--- config.mk ---
export PLATFORM = sky130hd
export DESIGN_NAME = order_issue_queue_mw
export DESIGN_NICKNAME = d
export VERILOG_FILES = /design/src/rtl/order_issue_queue_mw.sv
export SDC_FILE = /design/constraint.sdc
export NUM_CORES = 2
export LEC_CHECK = 0
export CORE_MARGIN = 3
export CORE_UTILIZATION = 52
export DETAILED_ROUTE_END_ITERATION = 8
export PLACE_DENSITY = 0.72
export SLEW_MARGIN = 20
export SYNTH_ARGS = -nofsm -noshare
export SYNTH_HDL_FRONTEND = slang
export SYNTH_SLANG_ARGS = --single-unit
--- constraint.sdc ---
create_clock -name clk -period 12.5 [get_ports clk]
set_input_delay 2.5 -clock clk [delete_from_list [all_inputs] [get_ports clk]]
set_output_delay 2.5 -clock clk [all_outputs]
set_load 0.05 [all_outputs]
--- src/rtl/order_issue_queue_mw.sv ---
// In-order issue queue: circular FIFO between dispatch and one in-order execution pipe.
// Multi-lane dispatch with lane compaction, writeback wakeup with same-cycle bypass,
// and prefix issue strictly from the head. DEPTH need not be a power of two.
module order_issue_queue_mw #(
  parameter int unsigned DEPTH       = 8,
  parameter int unsigned DISP_WIDTH  = 2,
  parameter int unsigned ISSUE_WIDTH = 2,
  parameter int unsigned WB_WIDTH    = 4,
  parameter int unsigned PREG_W      = 6,
  parameter int unsigned PAYLOAD_W   = 64
) (
  input  logic                                     clk,
  input  logic                                     rst_n,
  input  logic                                     flush_i,
  input  logic [DISP_WIDTH-1:0]                    disp_valid_i,
  output logic                                     disp_ready_o,
  input  logic [DISP_WIDTH-1:0][1:0][PREG_W-1:0]   disp_psrc_i,
  input  logic [DISP_WIDTH-1:0][1:0]               disp_psrc_valid_i,
  input  logic [DISP_WIDTH-1:0][1:0]               disp_psrc_ready_i,
  input  logic [DISP_WIDTH-1:0][PAYLOAD_W-1:0]     disp_payload_i,
  input  logic [WB_WIDTH-1:0]                      wb_valid_i,
  input  logic [WB_WIDTH-1:0][PREG_W-1:0]          wb_pdest_i,
  output logic [ISSUE_WIDTH-1:0]                   issue_valid_o,
  input  logic [ISSUE_WIDTH-1:0]                   issue_ready_i,
  output logic [ISSUE_WIDTH-1:0][PAYLOAD_W-1:0]    issue_payload_o,
  output logic [ISSUE_WIDTH-1:0][1:0][PREG_W-1:0]  issue_psrc_o,
  output logic [$clog2(DEPTH+1)-1:0]               count_o
);

  localparam int unsigned CNT_W = $clog2(DEPTH + 1);
  localparam int unsigned PTR_W = $clog2(DEPTH);
  localparam int unsigned SUM_W = CNT_W + 1;

  logic [DEPTH-1:0]                   r_valid;
  logic [DEPTH-1:0][1:0]              r_rdy;
  logic [DEPTH-1:0][1:0][PREG_W-1:0]  r_psrc;
  logic [DEPTH-1:0][PAYLOAD_W-1:0]    r_payload;
  logic [PTR_W-1:0]                   r_head;
  logic [PTR_W-1:0]                   r_tail;
  logic [CNT_W-1:0]                   r_count;

  logic                               w_disp_ready;
  logic                               w_disp_fire;
  logic [CNT_W-1:0]                   w_n_disp;
  logic [DISP_WIDTH-1:0][PTR_W-1:0]   w_lane_idx;
  logic [PTR_W-1:0]                   w_tail_nxt;
  logic [ISSUE_WIDTH-1:0][PTR_W-1:0]  w_iss_idx;
  logic [ISSUE_WIDTH-1:0]             w_iss_valid;
  logic [CNT_W-1:0]                   w_pop;
  logic [PTR_W-1:0]                   w_head_nxt;

  // Pointer advance modulo DEPTH by explicit compare (inc never exceeds DEPTH).
  function automatic logic [PTR_W-1:0] ptr_add(input logic [PTR_W-1:0] p,
                                               input logic [CNT_W-1:0] inc);
    logic [SUM_W-1:0] s;
    s = SUM_W'(p) + SUM_W'(inc);
    if (s >= SUM_W'(DEPTH)) s = s - SUM_W'(DEPTH);
    return PTR_W'(s);
  endfunction

  // True when any writeback port broadcasts this tag.
  function automatic logic wb_hit(input logic [PREG_W-1:0] tag);
    logic hit;
    hit = 1'b0;
    for (int j = 0; j < WB_WIDTH; j++) begin
      if (wb_valid_i[j] && (wb_pdest_i[j] == tag)) hit = 1'b1;
    end
    return hit;
  endfunction

  // Dispatch acceptance and compaction of valid lanes onto tail, tail+1, ...
  always_comb begin
    logic [CNT_W-1:0] ofs;
    ofs          = '0;
    w_lane_idx   = '0;
    w_disp_ready = (r_count <= CNT_W'(DEPTH - DISP_WIDTH));
    for (int l = 0; l < DISP_WIDTH; l++) begin
      w_lane_idx[l] = ptr_add(r_tail, ofs);
      if (disp_valid_i[l]) ofs = ofs + CNT_W'(1);
    end
    w_n_disp    = ofs;
    w_disp_fire = w_disp_ready && (ofs != '0);
    w_tail_nxt  = ptr_add(r_tail, ofs);
  end

  // Prefix issue select from the head and leading-handshake pop count.
  always_comb begin
    logic             run;
    logic [CNT_W-1:0] pop;
    run         = 1'b1;
    pop         = '0;
    w_iss_idx   = '0;
    w_iss_valid = '0;
    for (int k = 0; k < ISSUE_WIDTH; k++) begin
      w_iss_idx[k]   = ptr_add(r_head, CNT_W'(k));
      w_iss_valid[k] = run && (CNT_W'(k) < r_count) && r_valid[w_iss_idx[k]] &&
                       (&r_rdy[w_iss_idx[k]]);
      run            = w_iss_valid[k];
    end
    run = 1'b1;
    for (int k = 0; k < ISSUE_WIDTH; k++) begin
      if (run && w_iss_valid[k] && issue_ready_i[k]) pop = pop + CNT_W'(1);
      else run = 1'b0;
    end
    w_pop      = pop;
    w_head_nxt = ptr_add(r_head, pop);
  end

  // Issue lane data is the head window of the storage.
  always_comb begin
    issue_payload_o = '0;
    issue_psrc_o    = '0;
    for (int k = 0; k < ISSUE_WIDTH; k++) begin
      issue_payload_o[k] = r_payload[w_iss_idx[k]];
      issue_psrc_o[k]    = r_psrc[w_iss_idx[k]];
    end
  end

  assign disp_ready_o  = w_disp_ready;
  assign issue_valid_o = w_iss_valid;
  assign count_o       = r_count;

  // Control state: pointers, occupancy, valid and ready bits; flush beats everything.
  always_ff @(posedge clk or negedge rst_n) begin
    if (!rst_n) begin
      r_head  <= '0;
      r_tail  <= '0;
      r_count <= '0;
      r_valid <= '0;
      r_rdy   <= '0;
    end else if (flush_i) begin
      r_head  <= '0;
      r_tail  <= '0;
      r_count <= '0;
      r_valid <= '0;
      r_rdy   <= '0;
    end else begin
      for (int e = 0; e < DEPTH; e++) begin
        for (int s = 0; s < 2; s++) begin
          if (r_valid[e] && wb_hit(r_psrc[e][s])) r_rdy[e][s] <= 1'b1;
        end
      end
      for (int k = 0; k < ISSUE_WIDTH; k++) begin
        if (CNT_W'(k) < w_pop) r_valid[w_iss_idx[k]] <= 1'b0;
      end
      if (w_disp_fire) begin
        for (int l = 0; l < DISP_WIDTH; l++) begin
          if (disp_valid_i[l]) begin
            r_valid[w_lane_idx[l]] <= 1'b1;
            for (int s = 0; s < 2; s++) begin
              r_rdy[w_lane_idx[l]][s] <= disp_psrc_ready_i[l][s] | ~disp_psrc_valid_i[l][s] |
                                         wb_hit(disp_psrc_i[l][s]);
            end
          end
        end
        r_tail <= w_tail_nxt;
      end
      r_head  <= w_head_nxt;
      r_count <= r_count + (w_disp_fire ? w_n_disp : CNT_W'(0)) - w_pop;
    end
  end

  // Entry tags and payload; contents of free slots are don't-care.
  always_ff @(posedge clk) begin
    if (w_disp_fire) begin
      for (int l = 0; l < DISP_WIDTH; l++) begin
        if (disp_valid_i[l]) begin
          r_psrc[w_lane_idx[l]]    <= disp_psrc_i[l];
          r_payload[w_lane_idx[l]] <= disp_payload_i[l];
        end
      end
    end
  end

  // Structural invariants.
  a_count_bound: assert property (@(posedge clk) disable iff (!rst_n)
    r_count <= CNT_W'(DEPTH));
  a_issue_prefix: assert property (@(posedge clk) disable iff (!rst_n)
    (w_iss_valid & ISSUE_WIDTH'(w_iss_valid + ISSUE_WIDTH'(1))) == '0);
  a_pop_bound: assert property (@(posedge clk) disable iff (!rst_n)
    w_pop <= r_count);

endmodule

==> summary.txt <==
Status
  – Status: completed

GRT
  – Grt met3 use: 0.06704
  – Antenna violations before repair: 14
  – Busiest layer in global routing: met2
  – Overall global routing resource usage: 0.3192
  – Met2 usage: 0.5068
  – Met1 usage: 0.4221
  – Vias in the first global route: 37462
  – Total congestion overflow: 0
  – First-pass GRT wire length: 240.1 mm
  – Maximum number of pins on one net before global-route repair: 157

Critical path
  – Worst-path cell chain: buf_4, buf_4, mux2i_1, mux4_2, nor4_4, and2_1, clkdlybuf4s50_1
  – Crit path kind: reg2out
  – CP startpoint kind: flip-flop
  – Critical-path top delay cell: clkdlybuf4s50_1
  – CP top delay family: buffers and inverters
  – WP buf/inv: 3
  – CP Capture Type: primary output
  – Peak fanout along the critical path: 59
  – Worst R2R Path Depth: 16
  – Arr. time, crit path: 5.58 ns
  – Cell mode on critical path: buf_4
  – WP depth: 7
  – Worst path max stage delay: 0.96 ns
  – Crit path required time: 10.00 ns

Floorplanning
  – Chip height: 313.7 um
  – Io pins: 354
  – Initial Utilization: 0.5258
  – Die width: 313.7 um
  – Row count: 112
  – Total die area: 98380 um^2
  – Core region area: 93610 um^2

Synthesis
  – Most numerous cell in the Yosys netlist: nand2_1
  – Flops & latches, synth: 642
  – Post-synth top flop: edfxtp_1
  – Synth warnings: 0
  – Most frequent cells after synthesis: nand2_1, mux2i_1, edfxtp_1
  – Post-synth top area share: 0.3709
  – Syn Std Cell Area: 49220 um^2
  – Seq/Total Area, Yosys: 0.3882
  – Synth cell types: 61
  – EDFF count, synth: 608
  – Synth area leaders: edfxtp_1, mux4_2, mux2i_1
  – Top cell type by total area after synthesis: edfxtp_1
  – Fraction of registers with async set/reset: 0.05296
  – Syn Area/Cell: 10.60 um^2
  – Synthesized netlist net count: 4860
  – Cell count after synthesis: 4645

Final layout
  – Layout Nets: 4746
  – Share of cells above drive strength 1: 0.1279
  – # fillers: 7870
  – Final Cell Area: 54470 um^2
  – Area Overhead vs Synth: 10.67%

Power and ir drop
  – Total power draw: 0.01234 W
  – Peak supply drop: 0.0001860 V
  – Leakage: 19.77 nW
  – P per Cell Area: 226.5 nW/um^2

Clock network
  – Clk sink count: 642
  – Worst-skew pair later-pin latency: 0.66 ns
  – Max clock buf depth: 3
  – H-tree depth: 3
  – Hold buffer count at cts: 0
  – CTS tree: yes
  – Clock root cell: clkbuf_16
  – Post-cts gate resize count: 0
  – CTS Buf Count: 78
  – Clock slew at reported path FFs: 0.06 ns
  – Setup Buffers After CTS: 0

Route
  – DRC violations left: 0
  – Routed WL: 160.0 mm
  – Starting DRT DRC Count: 4524
  – Post-DR vias/cell: 6.535
  – Final ANT Viol Nets: 0
  – Via count: 38267
  – DR WL/cell: 27.33 um
  – Pre-Repair DR Iteration Count: 6

Place
  – DPL Wire Length: 92.67 mm
  – Post-Place Cell Area: 52030 um^2
  – PortBufs: 353
  – GP Congestion: 0.9474

STA
  – Setup_tns: 0 ns
  – Headroom to the max-slew limit: 0.2144
  – Final Critical Period: 8.082 ns
  – Fin crit share: 0.6465
  – Max-slew violations: 0
  – Max Clock Skew: 0.02704 ns
  – Final setup viols: 0
  – Worst-Margin Slew: 1.178 ns
  – Unrepaired setup endpoints after global routing: no
  – Fmax: 123.7 MHz
  – Final Hold Fails: 0

Worst hold path
  – Worst Hold Class: reg2reg
  – Hold-critical path depth: 2

Job
  – Max-cap viol count: 0
[flip-flops by register name (all words and copies together), names as in the netlist]
| register | cells |
|---|---|
| count_o | 4 |
| r_head | 3 |
| r_payload | 512 |
| r_psrc | 96 |
| r_rdy | 16 |
| r_tail | 3 |
| r_valid | 8 |
[power breakdown]
| part | leakage, nW | internal, W | switching, W |
|---|---|---|---|
| logic | 12.1 | 0.00223 | 0.00284 |
| clock network | 1.18 | 0.00127 | 0.000961 |
| registers | 6.49 | 0.00387 | 0.00117 |
[final timing paths]
path                             from               end  slack [ns]
setup / recovery            r_head[0]  issue_valid_o[1]        4.42
hold / removal             r_valid[4]        r_valid[4]        0.62
setup reg to reg            r_head[0]        count_o[3]        6.62
hold reg to reg            r_valid[4]        r_valid[4]        0.62
max in group asynchronous       rst_n         r_head[1]        9.92
min in group asynchronous       rst_n         r_rdy[14]        1.96
[worst reg2reg max path, cell delays in order, from the launching register on]
cell,delay (ns)
dfrtp_4,0.85
buf_4,0.83
buf_4,0.96
mux2i_1,0.18
mux4_2,0.52
nor4_4,0.39
and2_2,0.24
nand3_2,0.11
inv_2,0.06
ha_1,0.22
inv_1,0.08
fa_1,0.48
ha_1,0.29
a21o_1,0.16
a21oi_1,0.18
xnor2_1,0.13
nor2_1,0.05
[metal layers]
metal	wire length, um	vias to the layer above
li1	-	16647
met1	61050	18879
met3	16300	486
met4	7311	6
met5	35	-
met2	75330	2249
[metrics by stage]
stage	setup slack, ns	cells	util	hold slack (ns)
detailed placement	5.031	5705	0.5558	0.6038
CTS	4.302	5845	0.5816	0.6183
floorplan	0.2700	4645	-	0.5460
global route	3.973	5854	0.5819	0.6584
global placement	5.093	5705	0.5558	0.5839
finish	4.418	5856	0.5819	0.6246
[layout by cell type, fill, tap and decap left out, drive strengths merged, types with 2 or more instances in the layout]
master / count
nand3: 10
clkinv: 28
inv: 14
fa: 4
and2: 3
nand4b: 2
bufinv: 3
nand2b: 6
edfxtp: 608
nor2: 186
nand4: 87
o21ai: 468
a21oi: 171
clkbuf: 105
nor4b: 2
diode: 11
mux2i: 613
dfrtp: 34
mux2: 47
a41o: 2
nor3b: 2
nor2b: 8
clkdlybuf4s50: 341
nor4: 81
buf: 84
or4: 17
nand2: 783
nor3: 13
xnor2: 248
mux4: 309
a2111oi: 14
and3: 12
ha: 16
a211oi: 18
xor2: 240
[layout make-up]
| type | count | area [um^2] | area share |
|---|---|---|---|
| Multi-Input combinational cell | 3373 | 27230 | 0.4999 |
| Sequential cell | 642 | 19120 | 0.3510 |
| Timing Repair Buffer | 425 | 4064 | 0.07460 |
| Clock buffer | 105 | 2148 | 0.03944 |
| Tap cell | 1254 | 1569 | 0.02880 |
| Clock inverter | 35 | 265.3 | 0.004869 |
| Inverter | 11 | 51.30 | 0.0009417 |
| Antenna cell | 11 | 27.53 | 0.0005053 |
[cells by family after synthesis]
family / after synthesis / share of synthesized area
buffers and inverters: 630 / 0.06159
XOR/XNOR: 488 / 0.08752
adder cells (fa/ha/maj): 20 / 0.005694
flip-flops: 642 / 0.3882
AND/OR/NAND/NOR: 1214 / 0.1071
AO/OA/AOI/OAI: 682 / 0.07311
multiplexers: 969 / 0.2768
Note: power is estimated with default switching activity, not from simulation.
